File: src/rtl/accel_line_sender_if.sv
// Bundle between the ASCII converter stage and the UART line sender.
// Carries: enable, ready, 16 digit bytes, 4 sign flags in; uart_tx, busy, line_done, overrun out.
interface accel_line_sender_if;
   logic       enable;
   logic       ready;
   logic [7:0] ascii_X1;
   logic [7:0] ascii_X2;
   logic [7:0] ascii_X3;
   logic [7:0] ascii_X4;
   logic [7:0] ascii_Y1;
   logic [7:0] ascii_Y2;
   logic [7:0] ascii_Y3;
   logic [7:0] ascii_Y4;
   logic [7:0] ascii_Z1;
   logic [7:0] ascii_Z2;
   logic [7:0] ascii_Z3;
   logic [7:0] ascii_Z4;
   logic [7:0] ascii_T1;
   logic [7:0] ascii_T2;
   logic [7:0] ascii_T3;
   logic [7:0] ascii_T4;
   logic       is_negative_X;
   logic       is_negative_Y;
   logic       is_negative_Z;
   logic       is_negative_T;
   logic       uart_tx;
   logic       busy;
   logic       line_done;
   logic       overrun;

   modport master (
      output enable, ready,
      output ascii_X1, ascii_X2, ascii_X3, ascii_X4,
      output ascii_Y1, ascii_Y2, ascii_Y3, ascii_Y4,
      output ascii_Z1, ascii_Z2, ascii_Z3, ascii_Z4,
      output ascii_T1, ascii_T2, ascii_T3, ascii_T4,
      output is_negative_X, is_negative_Y,
      output is_negative_Z, is_negative_T,
      input  uart_tx, busy, line_done, overrun
   );

   modport slave (
      input  enable, ready,
      input  ascii_X1, ascii_X2, ascii_X3, ascii_X4,
      input  ascii_Y1, ascii_Y2, ascii_Y3, ascii_Y4,
      input  ascii_Z1, ascii_Z2, ascii_Z3, ascii_Z4,
      input  ascii_T1, ascii_T2, ascii_T3, ascii_T4,
      input  is_negative_X, is_negative_Y,
      input  is_negative_Z, is_negative_T,
      output uart_tx, busy, line_done, overrun
   );
endinterface

File: src/rtl/accel_line_sender.sv
// Sends one 33-byte text line "X=sdddd Y=sdddd Z=sdddd T=sdddd\r\n" over 8N1 UART.
// Ports: clk, reset (async, active low), bus (slave: enable/ready/digits/signs in; uart_tx/busy/line_done/overrun out).
module accel_line_sender #(
   parameter int CLKS_PER_BIT = 868
) (
   input logic           clk,
   input logic           reset,
   accel_line_sender_if.slave bus
);

   typedef enum logic [1:0] {
      IDLE,
      START,
      DATA,
      STOP
   } state_t;

   localparam logic [15:0] BAUD_LAST = 16'(CLKS_PER_BIT - 1);
   localparam logic [5:0]  BYTE_LAST = 6'd32;

   state_t            state_q;
   state_t            state_n;
   logic [5:0]        byte_q;
   logic [5:0]        byte_n;
   logic [2:0]        bit_q;
   logic [2:0]        bit_n;
   logic [2:0]        bit_inc;
   logic [15:0]       baud_q;
   logic [15:0]       baud_n;
   logic              tx_q;
   logic              tx_n;
   logic              busy_q;
   logic              busy_n;
   logic              done_q;
   logic              done_n;
   logic              pend_q;
   logic              pend_n;
   logic              ovr_q;
   logic              ovr_n;
   logic              ready_d;
   logic              trig;
   logic              load;
   logic              bit_end;

   // Element 0 holds X1, element 15 holds T4.
   logic [15:0][7:0]  snap_dig;
   logic [15:0][7:0]  dig_in;
   // Bit 0 is X, bit 3 is T.
   logic [3:0]        snap_sgn;
   logic [3:0]        sgn_in;

   logic [1:0]        grp;
   logic [2:0]        ofs;
   logic [3:0]        dig_idx;
   logic [7:0]        cur_byte;

   assign dig_in = {
      bus.ascii_T4, bus.ascii_T3, bus.ascii_T2, bus.ascii_T1,
      bus.ascii_Z4, bus.ascii_Z3, bus.ascii_Z2, bus.ascii_Z1,
      bus.ascii_Y4, bus.ascii_Y3, bus.ascii_Y2, bus.ascii_Y1,
      bus.ascii_X4, bus.ascii_X3, bus.ascii_X2, bus.ascii_X1
   };

   assign sgn_in = {
      bus.is_negative_T, bus.is_negative_Z,
      bus.is_negative_Y, bus.is_negative_X
   };

   assign trig    = bus.enable & bus.ready & ~ready_d;
   assign bit_end = (baud_q == BAUD_LAST);
   assign bit_inc = bit_q + 3'd1;

   // The line is four 8-byte groups ("X=sdddd ", ...) plus a final LF.
   // Offset 7 of the last group carries CR instead of a space.
   assign grp     = byte_q[4:3];
   assign ofs     = byte_q[2:0];
   assign dig_idx = {grp, 2'b00} + {1'b0, ofs} - 4'd3;

   always_comb begin
      cur_byte = 8'h0A;
      if (!byte_q[5]) begin
         case (ofs)
            3'd0: begin
               case (grp)
                  2'd0:    cur_byte = 8'h58;
                  2'd1:    cur_byte = 8'h59;
                  2'd2:    cur_byte = 8'h5A;
                  default: cur_byte = 8'h54;
               endcase
            end
            3'd1: cur_byte = 8'h3D;
            3'd2: cur_byte = snap_sgn[grp] ? 8'h2D : 8'h2B;
            3'd3,
            3'd4,
            3'd5,
            3'd6: cur_byte = snap_dig[dig_idx];
            default: cur_byte = (grp == 2'd3) ? 8'h0D : 8'h20;
         endcase
      end
   end

   always_comb begin
      state_n = state_q;
      byte_n  = byte_q;
      bit_n   = bit_q;
      baud_n  = baud_q;
      tx_n    = tx_q;
      busy_n  = busy_q;
      done_n  = 1'b0;
      pend_n  = pend_q;
      ovr_n   = ovr_q;
      load    = 1'b0;

      // One line may queue behind the active one; more are flagged.
      if (trig && state_q != IDLE) begin
         if (pend_q) ovr_n = 1'b1;
         else        pend_n = 1'b1;
      end

      unique case (state_q)
         IDLE: begin
            if (trig || pend_q) begin
               state_n = START;
               load    = 1'b1;
               byte_n  = '0;
               bit_n   = '0;
               baud_n  = '0;
               tx_n    = 1'b0;
               busy_n  = 1'b1;
               // A fresh edge arriving while a queued line launches stays queued.
               pend_n  = pend_q & trig;
            end
         end
         START: begin
            if (bit_end) begin
               state_n = DATA;
               bit_n   = '0;
               baud_n  = '0;
               tx_n    = cur_byte[0];
            end else begin
               baud_n = baud_q + 16'd1;
            end
         end
         DATA: begin
            if (bit_end) begin
               baud_n = '0;
               if (bit_q == 3'd7) begin
                  state_n = STOP;
                  tx_n    = 1'b1;
               end else begin
                  bit_n = bit_inc;
                  tx_n  = cur_byte[bit_inc];
               end
            end else begin
               baud_n = baud_q + 16'd1;
            end
         end
         STOP: begin
            if (bit_end) begin
               baud_n = '0;
               if (byte_q == BYTE_LAST) begin
                  state_n = IDLE;
                  done_n  = 1'b1;
                  busy_n  = 1'b0;
               end else begin
                  state_n = START;
                  byte_n  = byte_q + 6'd1;
                  tx_n    = 1'b0;
               end
            end else begin
               baud_n = baud_q + 16'd1;
            end
         end
         default: state_n = IDLE;
      endcase
   end

   always_ff @(posedge clk or negedge reset) begin
      if (!reset) begin
         state_q  <= IDLE;
         byte_q   <= '0;
         bit_q    <= '0;
         baud_q   <= '0;
         tx_q     <= 1'b1;
         busy_q   <= 1'b0;
         done_q   <= 1'b0;
         pend_q   <= 1'b0;
         ovr_q    <= 1'b0;
         ready_d  <= 1'b0;
         snap_dig <= '0;
         snap_sgn <= '0;
      end else begin
         state_q <= state_n;
         byte_q  <= byte_n;
         bit_q   <= bit_n;
         baud_q  <= baud_n;
         tx_q    <= tx_n;
         busy_q  <= busy_n;
         done_q  <= done_n;
         pend_q  <= pend_n;
         ovr_q   <= ovr_n;
         ready_d <= bus.ready;
         if (load) begin
            snap_dig <= dig_in;
            snap_sgn <= sgn_in;
         end
      end
   end

   assign bus.uart_tx   = tx_q;
   assign bus.busy      = busy_q;
   assign bus.line_done = done_q;
   assign bus.overrun   = ovr_q;

endmodule

File: src/flat_wrapper.sv
// flat-port wrapper written by rule: the top's interface ports become plain ports
module accel_line_sender_flat 
#(
   parameter int CLKS_PER_BIT = 868
)
  (clk, reset, bus_enable, bus_ready, bus_ascii_X1, bus_ascii_X2, bus_ascii_X3, bus_ascii_X4, bus_ascii_Y1, bus_ascii_Y2, bus_ascii_Y3, bus_ascii_Y4, bus_ascii_Z1, bus_ascii_Z2, bus_ascii_Z3, bus_ascii_Z4, bus_ascii_T1, bus_ascii_T2, bus_ascii_T3, bus_ascii_T4, bus_is_negative_X, bus_is_negative_Y, bus_is_negative_Z, bus_is_negative_T, bus_uart_tx, bus_busy, bus_line_done, bus_overrun);
  accel_line_sender_if bus_i ();
  input logic clk;
  input logic reset;
  input wire logic [$bits(bus_i.enable)-1:0] bus_enable;
  input wire logic [$bits(bus_i.ready)-1:0] bus_ready;
  input wire logic [$bits(bus_i.ascii_X1)-1:0] bus_ascii_X1;
  input wire logic [$bits(bus_i.ascii_X2)-1:0] bus_ascii_X2;
  input wire logic [$bits(bus_i.ascii_X3)-1:0] bus_ascii_X3;
  input wire logic [$bits(bus_i.ascii_X4)-1:0] bus_ascii_X4;
  input wire logic [$bits(bus_i.ascii_Y1)-1:0] bus_ascii_Y1;
  input wire logic [$bits(bus_i.ascii_Y2)-1:0] bus_ascii_Y2;
  input wire logic [$bits(bus_i.ascii_Y3)-1:0] bus_ascii_Y3;
  input wire logic [$bits(bus_i.ascii_Y4)-1:0] bus_ascii_Y4;
  input wire logic [$bits(bus_i.ascii_Z1)-1:0] bus_ascii_Z1;
  input wire logic [$bits(bus_i.ascii_Z2)-1:0] bus_ascii_Z2;
  input wire logic [$bits(bus_i.ascii_Z3)-1:0] bus_ascii_Z3;
  input wire logic [$bits(bus_i.ascii_Z4)-1:0] bus_ascii_Z4;
  input wire logic [$bits(bus_i.ascii_T1)-1:0] bus_ascii_T1;
  input wire logic [$bits(bus_i.ascii_T2)-1:0] bus_ascii_T2;
  input wire logic [$bits(bus_i.ascii_T3)-1:0] bus_ascii_T3;
  input wire logic [$bits(bus_i.ascii_T4)-1:0] bus_ascii_T4;
  input wire logic [$bits(bus_i.is_negative_X)-1:0] bus_is_negative_X;
  input wire logic [$bits(bus_i.is_negative_Y)-1:0] bus_is_negative_Y;
  input wire logic [$bits(bus_i.is_negative_Z)-1:0] bus_is_negative_Z;
  input wire logic [$bits(bus_i.is_negative_T)-1:0] bus_is_negative_T;
  output wire logic [$bits(bus_i.uart_tx)-1:0] bus_uart_tx;
  output wire logic [$bits(bus_i.busy)-1:0] bus_busy;
  output wire logic [$bits(bus_i.line_done)-1:0] bus_line_done;
  output wire logic [$bits(bus_i.overrun)-1:0] bus_overrun;
  assign bus_i.enable = bus_enable;
  assign bus_i.ready = bus_ready;
  assign bus_i.ascii_X1 = bus_ascii_X1;
  assign bus_i.ascii_X2 = bus_ascii_X2;
  assign bus_i.ascii_X3 = bus_ascii_X3;
  assign bus_i.ascii_X4 = bus_ascii_X4;
  assign bus_i.ascii_Y1 = bus_ascii_Y1;
  assign bus_i.ascii_Y2 = bus_ascii_Y2;
  assign bus_i.ascii_Y3 = bus_ascii_Y3;
  assign bus_i.ascii_Y4 = bus_ascii_Y4;
  assign bus_i.ascii_Z1 = bus_ascii_Z1;
  assign bus_i.ascii_Z2 = bus_ascii_Z2;
  assign bus_i.ascii_Z3 = bus_ascii_Z3;
  assign bus_i.ascii_Z4 = bus_ascii_Z4;
  assign bus_i.ascii_T1 = bus_ascii_T1;
  assign bus_i.ascii_T2 = bus_ascii_T2;
  assign bus_i.ascii_T3 = bus_ascii_T3;
  assign bus_i.ascii_T4 = bus_ascii_T4;
  assign bus_i.is_negative_X = bus_is_negative_X;
  assign bus_i.is_negative_Y = bus_is_negative_Y;
  assign bus_i.is_negative_Z = bus_is_negative_Z;
  assign bus_i.is_negative_T = bus_is_negative_T;
  assign bus_uart_tx = bus_i.uart_tx;
  assign bus_busy = bus_i.busy;
  assign bus_line_done = bus_i.line_done;
  assign bus_overrun = bus_i.overrun;
  accel_line_sender #(.CLKS_PER_BIT(CLKS_PER_BIT)) u_core (.clk(clk), .reset(reset), .bus(bus_i));
endmodule
File: config.mk
export PLATFORM = sky130hd
export DESIGN_NAME = accel_line_sender_flat
export DESIGN_NICKNAME = d
export VERILOG_FILES = /design/src/rtl/accel_line_sender_if.sv /design/src/rtl/accel_line_sender.sv /design/src/flat_wrapper.sv
export SDC_FILE = /design/constraint.sdc
export NUM_CORES = 1
export LEC_CHECK = 0
export BUFFER_PORTS_ARGS = -buffer_cell sky130_fd_sc_hd__buf_4
export CAP_MARGIN = 20
export CORE_MARGIN = 2
export CORE_UTILIZATION = 56
export DETAILED_ROUTE_END_ITERATION = 8
export GPL_TIMING_DRIVEN = 0
export PLACE_DENSITY = 0.78
export SYNTH_ARGS = -nofsm -noshare
export SYNTH_HDL_FRONTEND = slang
export SYNTH_SLANG_ARGS = --single-unit
File: constraint.sdc
create_clock -name clk -period 5 [get_ports clk]
set_input_delay 0.25 -clock clk [delete_from_list [all_inputs] [get_ports clk]]
set_output_delay 0.25 -clock clk [all_outputs]
set_load 0.01 [all_outputs]
# Word-level counts from Yosys, hierarchy flattened
# Cells that the tools add are included.
# word_totals
romBits	0
out_inout_bits	4
in_bits	136
latch_bits	0
regBits	165
mem_bits_rw	0
n_memories	0
# classes
bitwise	4
n_shift	0
order_cmp	3
div_mod_pow	0
mux	49
n_reduce_logical	16
eq_ne	23
mul	0
add_sub_neg	5
# ops
operator	n
$bmux W8 S4	1
$mux W16	2
$pmux W16 S2	1
$pmux W8 S4	1
$mux W6	4
$mux W1	20
$add A16 B1 Y16 const B	1
$eq A16 B10 Y1 const B	1
$mux W8	2
$mux W3	5
$reduce_and A5 Y1	3
$eq A3 B3 Y1 const B	4
$ne A2 B1 Y1 const B	6
$pmux W4 S3	1
$pmux W6 S2	1
$mux W2	5
$pmux W3 S3	1
$eq A2 B2 Y1 const B	4
$pmux W2 S4	1
$reduce_and A4 Y1	2
$add A6 B1 Y6 const B	1
$eq A3 B2 Y1 const B	2
$eq A6 B6 Y1 const B	1
$lt A4 B5 Y1 const B	1
other kinds (23)	29

# Depth between registers and ports, before layout
# logic_depth
ltp_word	11
depth_mapped	15
ltp_nobuf	11

# Worst setup path before layout
# No wires, ideal clock.
# synth_path
path_type	reg2reg
start	register u_core.byte_q[0]
end	register u_core.tx_q (netlist: u_core.bus.uart_tx)
arrival_time_ps	3504
setup_slack_ps	1406
path_stages_with_launch	14
n_path_buf	5
setup_time_ps	90
path_cell_list	dfrtp_1 buf_6 buf_2 buf_4 clkinv_1 ha_1 buf_2 buf_2 mux4_2 mux4_2 a2111oi_2 nor3_1 a2111oi_2 a21oi_1
# synth_via
elab_chain_cells	11
word_cells_on_any_way	23
# synth_lines
element	line_no	text
from (decl)	accel_line_sender.sv:23	logic [5:0] byte_q;
from (signal assigned)	accel_line_sender.sv:194	byte_q <= byte_n;
$add A4 B3 Y4	accel_line_sender.sv:77	assign dig_idx = {grp, 2'b00} + {1'b0, ofs} - 4'd3;
$sub A4 B2 Y4	accel_line_sender.sv:77	
$bmux W8 S4	accel_line_sender.sv:96	3'd6: cur_byte = snap_dig[dig_idx];
$mux W8 (implied by the code)	accel_line_sender.sv:96	
$pmux W8 S4	accel_line_sender.sv:82	case (ofs)
$mux W8	accel_line_sender.sv:81	if (!byte_q[5]) begin
$bmux W1 S3	accel_line_sender.sv:152	tx_n = cur_byte[bit_inc];
$mux W1 (implied by the code)	accel_line_sender.sv:152	
$mux W1	accel_line_sender.sv:147	if (bit_q == 3'd7) begin
$mux W1	accel_line_sender.sv:145	if (bit_end) begin
$pmux W1 S4	accel_line_sender.sv:120	unique case (state_q)
to (signal assigned)	accel_line_sender.sv:197	tx_q <= tx_n;
to (decl)	accel_line_sender.sv:30	logic tx_q;
# Parallel ways exist; a longest one is shown, timed or not. The select of a mux whose other input is x is not followed.
# A chain may end at the register's enable or synchronous reset.

# Final worst setup path
# Ends and elaborated chain as after synthesis.

==> results by group <==
STA
  • Final hold vios: 0
  • Final Setup Violations: 0
  • Worst-Margin Slew: 0.888 ns
  • Final Slew Violations: 0
  • Max Clk Rate: 0.210 GHz
  • RSZ-0062 raised after global routing: false
  • Period minus WS final: 4.76 ns
  • Post-Route Skew: 0.0123 ns
  • Worst setup margin: 0.236 ns
  • Final period util: 0.953
  • Sum Neg Setup Slack: 0 ns
  • Slew HR: 0.408

Setup path
  • Reg-to-reg endpoint: u_core.bus.uart_tx
  • Worst path max stage delay: 0.57 ns
  • CP most frequent cell: mux2i_1
  • Required time of the critical path: 5.34 ns
  • Nature of the critical path startpoint: register
  • Crit Path Category: reg2reg
  • Reg2reg start: u_core.byte_q[0]
  • Worst Reg-to-Reg Cells: 14
  • Critical Path End Type: register
  • CP max FO: 19
  • Crit path buffers/inverters: 6
  • Critical path, cell by cell: buf_6, buf_2, buf_4, clkinv_1, ha_1, buf_2, clkbuf_4, mux4_2, mux2i_1, mux2i_1, mux2i_1, o2bb2ai_1, o311ai_0, a21oi_1
  • Worst path top cell family by delay: buffers and inverters
  • CP max-delay cell: mux4_2
  • R2R setup slack: 0.24 ns
  • Worst EP arrival: 5.10 ns

Hold path
  • Endpoint, Worst Hold: u_core.snap_dig[52]
  • Hold Crit Class: in2reg
  • Hold Crit Start: bus_ascii_Y3[4]
  • Cell depth of the worst hold path: 2

Global routing
  • Initial antenna violation count: 0
  • Gr usage total: 0.277
  • Vias in the first global route: 5847
  • Largest net degree at the start of global routing: 92
  • First-pass GRT wire length: 31100 um
  • Grt total ovfl: 0

Pwr
  • Pwr Density: 650 nW/um^2
  • Max rail drop VDD: 0.335 mV
  • Static Leak: 0.00442 uW

Yosys
  • Post-synthesis cell count: 603
  • Synth top area cells: dfrtp_1, mux2_2, mux4_2
  • Synth warnings: 0
  • Leading cell types by count after synthesis: dfrtp_1, mux2_2, nand2_1
  • Yosys reg bits: 165
  • Post-synth EDFFs: 0
  • Post-Syn Area: 8050 um^2
  • Syn_nets: 754
  • Area fraction of the dominant cell type after synthesis: 0.510
  • Most common cell in the netlist: dfrtp_1
  • Ys async rst share: 1.00
  • Yosys top cell by area: dfrtp_1
  • Post-synthesis cell type count: 54
  • Synth Flop Type: dfrtp_1
  • Register area share after synthesis: 0.513
  • Syn Area/Cell: 13.4 um^2

Clock network
  • Clk slew on worst S/H paths: 0.07 ns
  • CTS Sinks: 165
  • CTS Buf Count: 17
  • CTS root buffer: clkbuf_16
  • TritonCTS clock tree: done
  • H-tree Lvls: 4
  • Bufs on Longest Clock Path: 2
  • Worst skew pair latency: 0.43 ns
  • Setup Buffers After CTS: 0

Drt
  • Residual DRC: 0
  • TritonRoute pass-1 iters: 4
  • Wirelength per Cell: 20.6 um
  • Iter 0 DRT Violations: 368
  • Detail Route Antenna Nets: 0
  • Drt via density: 5.89
  • Final wirelength: 19700 um
  • Vias: 5627

Floorplan
  • Core Area: 14000 um^2
  • Die width: 124 um
  • Die footprint: 15400 um^2
  • Std cell rows: 43
  • Initial core utilization: 0.576
  • IO Count: 140
  • Die span in y: 124 um

Layout
  • Fraction of layout cells with a size suffix above 1: 0.449
  • Fillcell total: 971
  • Ant diodes: 0
  • Synthesis-to-layout area growth: 23.4%
  • Final #Nets: 914

Place
  • Dpl ws: -0.0158 ns
  • DP HPWL: 14400 um
  • Gp weighted congestion: 0.865
  • Port buffer count: 139

Outcome
  • Status: finished, final reports clean

Job
  • Max-Cap Viols: 0
## logic make-up after synthesis
kind of cell,share of synthesized area
compound gates,0.0583
simple gates,0.0628
buf+inv,0.0250
flops,0.513
fa+ha+maj,0.0233
xor+xnor,0.00824
mux,0.310
## per-layer routing
layer  global-route usage  vias to the layer above  part of all wire
met5                    0                        -                 0
li1                     -                     2544                 -
met3               0.0820                       38             0.066
met2                0.467                      176              0.51
met1                0.347                     2869              0.41
met4               0.0843                        0             0.020
## cell type report
type                       count  area, um^2  area share
sequential                   165        4130       0.415
tap                          180         225      0.0227
clock inverter                 9        95.1     0.00957
multi-input combinational    390        3720       0.374
clock buffer                  22         474      0.0477
inverter                      16        60.1     0.00604
buffer                        31         140      0.0141
timing repair buffer         142        1090       0.110
## flip-flops by register name, indices dropped and copies added (netlist names)
signal	count
u_core.pend_q	1
u_core.bit_q	3
u_core.snap_sgn	4
u_core.byte_q	6
u_core.baud_q	16
u_core.snap_dig	128
u_core.ready_d	1
u_core.state_q	2
u_core.bus.busy	1
u_core.bus.uart_tx	1
u_core.bus.overrun	1
u_core.bus.line_done	1
## metrics by stage
stage | cell area (um^2) | std cells | hold slack (ns) | utilization | total power, uW
floorplan | 8050 | 603 | -0.0456 | - | 4350
global placement | 9320 | 922 | 0.370 | 0.666 | 5050
detailed placement | 9350 | 923 | 0.333 | 0.669 | 5190
CTS | 9940 | 955 | 0.0411 | 0.710 | 6460
global route | 9940 | 955 | 0.0391 | 0.711 | 6810
finish | 9940 | 955 | 0.0479 | 0.711 | 6460
## cells in the final DEF, fill, tap and decap left out, types with 3 or more instances in the layout
master	Yosys	routed
nor2_1	24	24
nor3_1	7	7
dfrtp_1	164	164
inv_1	14	14
clkbuf_1	22	24
a21oi_1	11	11
clkbuf_16	0	17
xnor2_1	3	3
nand3_1	8	8
mux2i_1	15	15
buf_2	5	4
mux4_2	29	29
a211oi_1	3	3
o31ai_1	4	4
clkbuf_8	0	3
a22o_1	3	3
and3_1	5	5
buf_4	2	140
clkinvlp_4	0	4
o22ai_1	3	3
mux4_1	6	6
nand2_1	47	47
o21ai_0	33	33
ha_1	15	15
mux2_2	136	136
## timing repair
item,in CTS,in global routing
setup endpoints to repair,1,1
endpoints found under the hold margin,74,0
hold buffers,2,0
gates resized for setup,0,1
pin swaps,0,0
## how the worst max path moves through the flow
| stage | from | endpoint | slack [ns] | cells after the start |
|---|---|---|---|---|
| 3_5_place_dp | u_core.byte_q[0] | u_core.bus.uart_tx | -0.02 | 15 |
| 4_1_cts | u_core.byte_q[0] | u_core.bus.uart_tx | 0.12 | 14 |
| 6_report | u_core.byte_q[0] | u_core.bus.uart_tx | 0.24 | 14 |
| 5_1_grt | u_core.byte_q[0] | u_core.bus.uart_tx | 0.01 | 14 |
| 2_1_floorplan | u_core.byte_q[0] | u_core.bus.uart_tx | 1.41 | 13 |
| 3_3_place_gp | u_core.byte_q[0] | u_core.bus.uart_tx | 0.06 | 15 |
## report_power, final
part	switching, uW	internal (uW)	total [uW]	leakage (uW)
Combinational	1360	1530	2890	0.00214
Clock	534	727	1260	0.000265
Sequential	349	1960	2310	0.00201
(Power assumes the default switching activity.)
